**src/rtl/uc_pkg.sv**
```systemverilog
// ---------------------------------------------------------------------------
// uc_pkg
// Shared definitions for the accumulator-machine control unit:
//   - instruction class codes (bits [15:14] of the instruction word)
//   - bit positions of the instruction fields
//   - the sequencer state encoding
//   - a small helper that extracts the class field from an instruction word
// ---------------------------------------------------------------------------
package uc_pkg;

  localparam int unsigned INSTR_W = 16;

  // Instruction field positions
  localparam int unsigned IR_CLASS_HI = 15;
  localparam int unsigned IR_CLASS_LO = 14;
  localparam int unsigned IR_SEL_HI   = 13;
  localparam int unsigned IR_SEL_LO   = 11;
  localparam int unsigned IR_ADDR_MAX = 11;

  // Instruction classes
  localparam logic [1:0] CL_ALU = 2'b00;
  localparam logic [1:0] CL_STA = 2'b01;
  localparam logic [1:0] CL_JCC = 2'b10;
  localparam logic [1:0] CL_JMP = 2'b11;

  // Sequencer states
  typedef enum logic [2:0] {
    ST_INIT   = 3'd0,
    ST_FETCH  = 3'd1,
    ST_DECODE = 3'd2,
    ST_EXEC   = 3'd3,
    ST_LOAD   = 3'd4,
    ST_ALU    = 3'd5
  } uc_state_e;

  function automatic logic [1:0] instr_class(input logic [INSTR_W-1:0] word);
    return word[IR_CLASS_HI:IR_CLASS_LO];
  endfunction

endpackage

```
**src/rtl/uc_sequencer_pc.sv**
```systemverilog
// ---------------------------------------------------------------------------
// uc_pc
// Program counter of the control unit.
//   clk, rst  : clock and asynchronous active-high reset (loads RESET_PC)
//   ce        : clock enable; when low the counter holds
//   inc       : advance by one, wrapping modulo 2^ADDR_W
//   load      : load load_val (jump); has priority over inc
//   load_val  : jump target
//   pc        : current program counter
// ---------------------------------------------------------------------------
module uc_pc #(
  parameter int unsigned ADDR_W   = 6,
  parameter int unsigned RESET_PC = 0
) (
  input  logic              clk,
  input  logic              rst,
  input  logic              ce,
  input  logic              inc,
  input  logic              load,
  input  logic [ADDR_W-1:0] load_val,
  output logic [ADDR_W-1:0] pc
);

  // The natural ADDR_W-bit overflow of the increment provides the wrap
  // from the last address back to zero.
  always_ff @(posedge clk or posedge rst) begin
    if (rst) begin
      pc <= ADDR_W'(RESET_PC);
    end else if (ce) begin
      if (load) begin
        pc <= load_val;
      end else if (inc) begin
        pc <= pc + ADDR_W'(1);
      end
    end
  end

endmodule

```
**src/rtl/uc_sequencer.sv**
```systemverilog
// ---------------------------------------------------------------------------
// uc_sequencer
// Control unit of the accumulator processor. Fetches 16-bit instructions
// from a synchronous single-port memory (1-cycle read latency), decodes
// them and drives the datapath strobes.
//   clk, rst    : clock, asynchronous active-high reset
//   ce          : clock enable; 0 freezes state/pc/ir and zeroes all strobes
//   mem_rdata   : memory read data (valid the cycle after a read request)
//   carry       : datapath carry flag, tested by JCC
//   mem_addr    : memory address (0 when no access is made)
//   mem_en      : memory access request
//   mem_we      : memory write strobe (write data is the accumulator)
//   sel_UAL     : ALU operation select, always ir[13:11]
//   load_R1     : R1 loads mem_rdata
//   load_accu   : accumulator loads the ALU result
//   load_carry  : carry register loads the ALU carry
//   init_carry  : carry register clears
// ---------------------------------------------------------------------------
module uc_sequencer
  import uc_pkg::*;
#(
  parameter int unsigned ADDR_W   = 6,
  parameter int unsigned RESET_PC = 0
) (
  input  logic              clk,
  input  logic              rst,
  input  logic              ce,
  input  logic [15:0]       mem_rdata,
  input  logic              carry,
  output logic [ADDR_W-1:0] mem_addr,
  output logic              mem_en,
  output logic              mem_we,
  output logic [2:0]        sel_UAL,
  output logic              load_R1,
  output logic              load_accu,
  output logic              load_carry,
  output logic              init_carry
);

  uc_state_e         state;
  uc_state_e         state_next;
  logic [15:0]       ir;
  logic [ADDR_W-1:0] pc;
  logic [ADDR_W-1:0] ir_addr;
  logic [1:0]        ir_class;
  logic              pc_inc;
  logic              pc_load;
  logic              active;

  logic [ADDR_W-1:0] addr_c;
  logic              en_c;
  logic              we_c;
  logic              r1_c;
  logic              accu_c;
  logic              lcarry_c;
  logic              icarry_c;

  assign ir_addr  = ir[ADDR_W-1:0];
  assign ir_class = instr_class(ir);

  // Bits between the address field and the ALU select carry no meaning.
  generate
    if (ADDR_W < IR_ADDR_MAX) begin : g_unused_ir
      logic unused_ir_bits;
      assign unused_ir_bits = ^ir[IR_ADDR_MAX-1:ADDR_W];
    end
  endgenerate

  // Strobes are only allowed out while enabled and out of reset.
  assign active = ce & ~rst;

  // The PC advances once per instruction in DECODE and is overwritten in
  // EXEC by a taken jump; both are qualified by ce inside uc_pc.
  assign pc_inc  = (state == ST_DECODE);
  assign pc_load = (state == ST_EXEC) &&
                   ((ir_class == CL_JMP) || ((ir_class == CL_JCC) && !carry));

  uc_pc #(
    .ADDR_W   (ADDR_W),
    .RESET_PC (RESET_PC)
  ) u_pc (
    .clk      (clk),
    .rst      (rst),
    .ce       (ce),
    .inc      (pc_inc),
    .load     (pc_load),
    .load_val (ir_addr),
    .pc       (pc)
  );

  // State register; a disabled cycle leaves the sequencer where it was so
  // that no step is lost when ce returns.
  always_ff @(posedge clk or posedge rst) begin
    if (rst) begin
      state <= ST_INIT;
    end else if (ce) begin
      state <= state_next;
    end
  end

  // The instruction register captures the word requested in FETCH.
  always_ff @(posedge clk or posedge rst) begin
    if (rst) begin
      ir <= '0;
    end else if (ce && (state == ST_DECODE)) begin
      ir <= mem_rdata;
    end
  end

  // Next-state and raw (ungated) Moore decode of the control strobes.
  always_comb begin
    state_next = state;
    addr_c     = '0;
    en_c       = 1'b0;
    we_c       = 1'b0;
    r1_c       = 1'b0;
    accu_c     = 1'b0;
    lcarry_c   = 1'b0;
    icarry_c   = 1'b0;
    case (state)
      ST_INIT: begin
        icarry_c   = 1'b1;
        state_next = ST_FETCH;
      end
      ST_FETCH: begin
        addr_c     = pc;
        en_c       = 1'b1;
        state_next = ST_DECODE;
      end
      ST_DECODE: begin
        state_next = ST_EXEC;
      end
      ST_EXEC: begin
        state_next = ST_FETCH;
        case (ir_class)
          CL_ALU: begin
            addr_c     = ir_addr;
            en_c       = 1'b1;
            state_next = ST_LOAD;
          end
          CL_STA: begin
            addr_c = ir_addr;
            en_c   = 1'b1;
            we_c   = 1'b1;
          end
          CL_JCC: begin
            icarry_c = carry;
          end
          default: begin
          end
        endcase
      end
      ST_LOAD: begin
        r1_c       = 1'b1;
        state_next = ST_ALU;
      end
      ST_ALU: begin
        accu_c     = 1'b1;
        lcarry_c   = 1'b1;
        state_next = ST_FETCH;
      end
      default: begin
        state_next = ST_INIT;
      end
    endcase
  end

  assign mem_addr   = rst ? '0 : addr_c;
  assign mem_en     = en_c & active;
  assign mem_we     = we_c & active;
  assign load_R1    = r1_c & active;
  assign load_accu  = accu_c & active;
  assign load_carry = lcarry_c & active;
  assign init_carry = icarry_c & active;
  assign sel_UAL    = ir[IR_SEL_HI:IR_SEL_LO];

endmodule

```
**config.mk**
```make
export PLATFORM = sky130hd
export DESIGN_NAME = uc_sequencer
export DESIGN_NICKNAME = d
export VERILOG_FILES = /design/src/rtl/uc_pkg.sv /design/src/rtl/uc_sequencer_pc.sv /design/src/rtl/uc_sequencer.sv
export SDC_FILE = /design/constraint.sdc
export NUM_CORES = 1
export LEC_CHECK = 0
export BUFFER_PORTS_ARGS = -buffer_cell sky130_fd_sc_hd__clkbuf_2
export CAP_MARGIN = 5
export CORE_UTILIZATION = 30
export DETAILED_ROUTE_END_ITERATION = 8
export PLACE_DENSITY = 0.6
export SLEW_MARGIN = 5
export SYNTH_ARGS = -nofsm -noshare
export SYNTH_HDL_FRONTEND = slang
export SYNTH_SLANG_ARGS = --single-unit
```
**constraint.sdc**
```tcl
create_clock -name clk -period 1.53 [get_ports clk]
set_input_delay 0.153 -clock clk [delete_from_list [all_inputs] [get_ports clk]]
set_output_delay 0.153 -clock clk [all_outputs]
set_load 0.01 [all_outputs]
```
==> impl_metrics.toml <==
[status]
violations = "negative setup slack"
status = "finished, violations left"

[synth]
ys_top_cells_by_area = "dfrtp_1 41%, mux2_1 8.3%, a21oi_1 4.5%, nand3_1 4.1%, nand2_1 4.0%"
yosysMostFrequentCell = "dfrtp_1"
netlist_top_cells_count = "20 x dfrtp_1, 13 x nand2_1, 11 x a21oi_1"
ys_types = 37
synth_top_area_share = 0.412
syn_area_per_cell_um2 = 9.08
synth_cells = 134
yosys.area.top_type = "dfrtp_1"
ys_seq_area_frac = 0.412
synth_seq_cells = 20
ys_async_sr_fraction = 1.00
synth_nets = 155
yosys_warnings = 0
synth_flop_cell = "dfrtp_1"
synth-edff-count = 0
synth_area_um2 = 1220

[grt]
grt-ovfl-total = 0
grt_max_degree = 21
track_usage = 0.168
antenna_found_initial = 0
grt_pass1_vias = 1219
grt_pass1_wl_mm = 5.48

[drt]
via_per_inst = 5.26
dr.pass1.iters = 4
drt-initial-drc-count = 30
vias = 1189
wl_per_cell_um = 14.5
drt-total-wl_mm = 3.28
drcViolationCount = 0
ant_nets = 0

[timing]
slew_headroom = 0.750
fin_skew_ns = 0.00131
period_share = 1.02
final-setup-viol-count = 6
maxSlewViolCount = 0
max_freq_mhz = 643
setup_slack_ns = -0.0253
hold_violations = 0
tns_ns = -0.0615
rsz0062_at_grt = "yes"
period_needed_ns = 1.56
worst_pin_slew_ns = 0.373
holdWs_ns = 0.0265

[placement]
hpwl_mm = 2.17
place.gp.congestion = 0.828
port_buffers = 29
dpl.cell_count = 209
dp_slack_ns = -0.00513

[setup_path]
cp_common_cell = "buf_6"
critPathBufInv = 3
cp_max_fo = 6
cp.arrival_ns = 1.40
required_ns = 1.38
worstReg2RegEnd = "u_pc.pc[5]"
end_kind = "output pin"
path_depth = 5
criticalPathCategory = "flip-flop to output pin"
slowest_delay_ns = 0.41
critPathTopFamily = "buffers and inverters"
reg2reg_from = "state[1]"
reg2reg_slack_ns = 0
startpoint_type = "flip-flop"
crit_chain = "buf_6 > nand3b_1 > buf_6 > a21oi_2 > clkbuf_2"
worst-r2r-cell-count = 4
slowest_stage = "dfrtp_1"

[layout]
fin_cells = 226
nets = 200
final_util = 0.455
drive_gt1_frac = 0.438
syn2layout_area_growth_pct = 41.0
insertedDiodeCount = 0

[floorplanning]
dieArea_um2 = 4310
initial_core_util = 0.322
coreArea_um2 = 3770
die_x_um = 65.7
die_h_um = 65.7
io_pins = 35
rows = 22

[cts]
cts-root-buf = "clkbuf_8"
cts-htree-levels = 1
clock_sinks = 20
cts_made_buffers = 3
clk_latency_ns = 0.26
cts_tree = "built"
path_clk_slew_ns = 0.08
clockBufferDepth = 2

[power]
power_frac_seq = 0.304
vdd_drop_max_v = 0.00103
p_sw_uw = 1450
p_per_area_nw_per_um2 = 2000
swShare = 0.425
p_leak_uw = 0.000828
clkPwrFrac = 0.121
internal_power_uw = 1970
combPwrFrac = 0.575

[job]
max-cap-violations = 0

[worst_hold_path]
hold_path.class = "input pin to asynchronous set/reset pin"
-- worst reg2reg max path, stage by stage, from the launching register on --
cell and delay, ns:
dfrtp_1 0.38, nand2_1 0.13, or4_4 0.55, a211oi_2 0.22, a2bb2oi_1 0.17
-- power groups by stage --
stage | registers [uW] | clock network (uW) | logic, uW
6_report | 1040 | 414 | 1970
2_1_floorplan | 989 | 0 | 1050
3_5_place_dp | 1040 | 0 | 1460
5_1_grt | 1080 | 445 | 2130
4_1_cts | 1030 | 423 | 1790
3_3_place_gp | 1020 | 0 | 1420
-- worst max path at each step --
stage                        start           to  slack (ns)
after floorplan           state[2]       ir[11]       0.006
after global placement      ir[15]   u_pc.pc[3]        0.05
after detailed placement    ir[15]   u_pc.pc[5]      -0.005
after CTS                 state[2]  mem_addr[0]       -0.02
after global routing      state[2]  mem_addr[2]       -0.09
final                     state[2]  mem_addr[4]       -0.03
-- final cells by class --
class | count | area [um2]
well taps | 48 | 60.1
repair buffers | 52 | 347
multi-input cells | 95 | 719
clock buffers | 4 | 55.1
flip-flops and latches | 20 | 500
inverters | 7 | 33.8
fillers | 353 | 2060
-- cell families (layout without fill, tap and decap cells) --
family | count (synthesis) | count (layout) | synth area share
multiplexers | 13 | 13 | 0.116
AND/OR/NAND/NOR | 49 | 49 | 0.213
buffers and inverters | 19 | 63 | 0.0802
AO/OA/AOI/OAI | 32 | 32 | 0.169
flip-flops | 20 | 20 | 0.412
adder cells (fa/ha/maj) | 1 | 1 | 0.0103
-- what timing repair did --
item | CTS | global route
hold buffers | 0 | 0
buffers inserted | 8 | 5
gates resized for setup | 20 | 21
endpoints found under the hold margin | 0 | 0
pin swaps | 6 | 3
endpoints found under the setup margin | 13 | 26
-- cell usage in the layout, fill, tap and decap left out, drive strengths merged, types with 7 or more instances in the layout --
cell type / count
a21oi: 11
buf: 33
clkbuf: 23
dfrtp: 20
inv: 7
mux2: 9
nand2: 13
nand3: 10
nor2: 10
o21ai: 7
-- layer usage --
metal  track usage  wire length [um]  up-vias
li1              -                 -      564
met1         0.202              1430      581
met2         0.283              1610       35
met3        0.0347               155        9
met4        0.0788                75        0
met5             0                 0        -
-- state kept, by name (all words and copies together) (netlist names) --
| name | count |
|---|---|
| u_pc.pc | 6 |
| ir | 11 |
| state | 3 |
-- through the flow --
stage	area, um2	total power, uW
final	1720	3420
after global routing	1720	3660
after CTS	1630	3240
after detailed placement	1430	2490
after global placement	1430	2430
after floorplan	1220	2040
No activity file was read; power rests on OpenSTA's default activity.
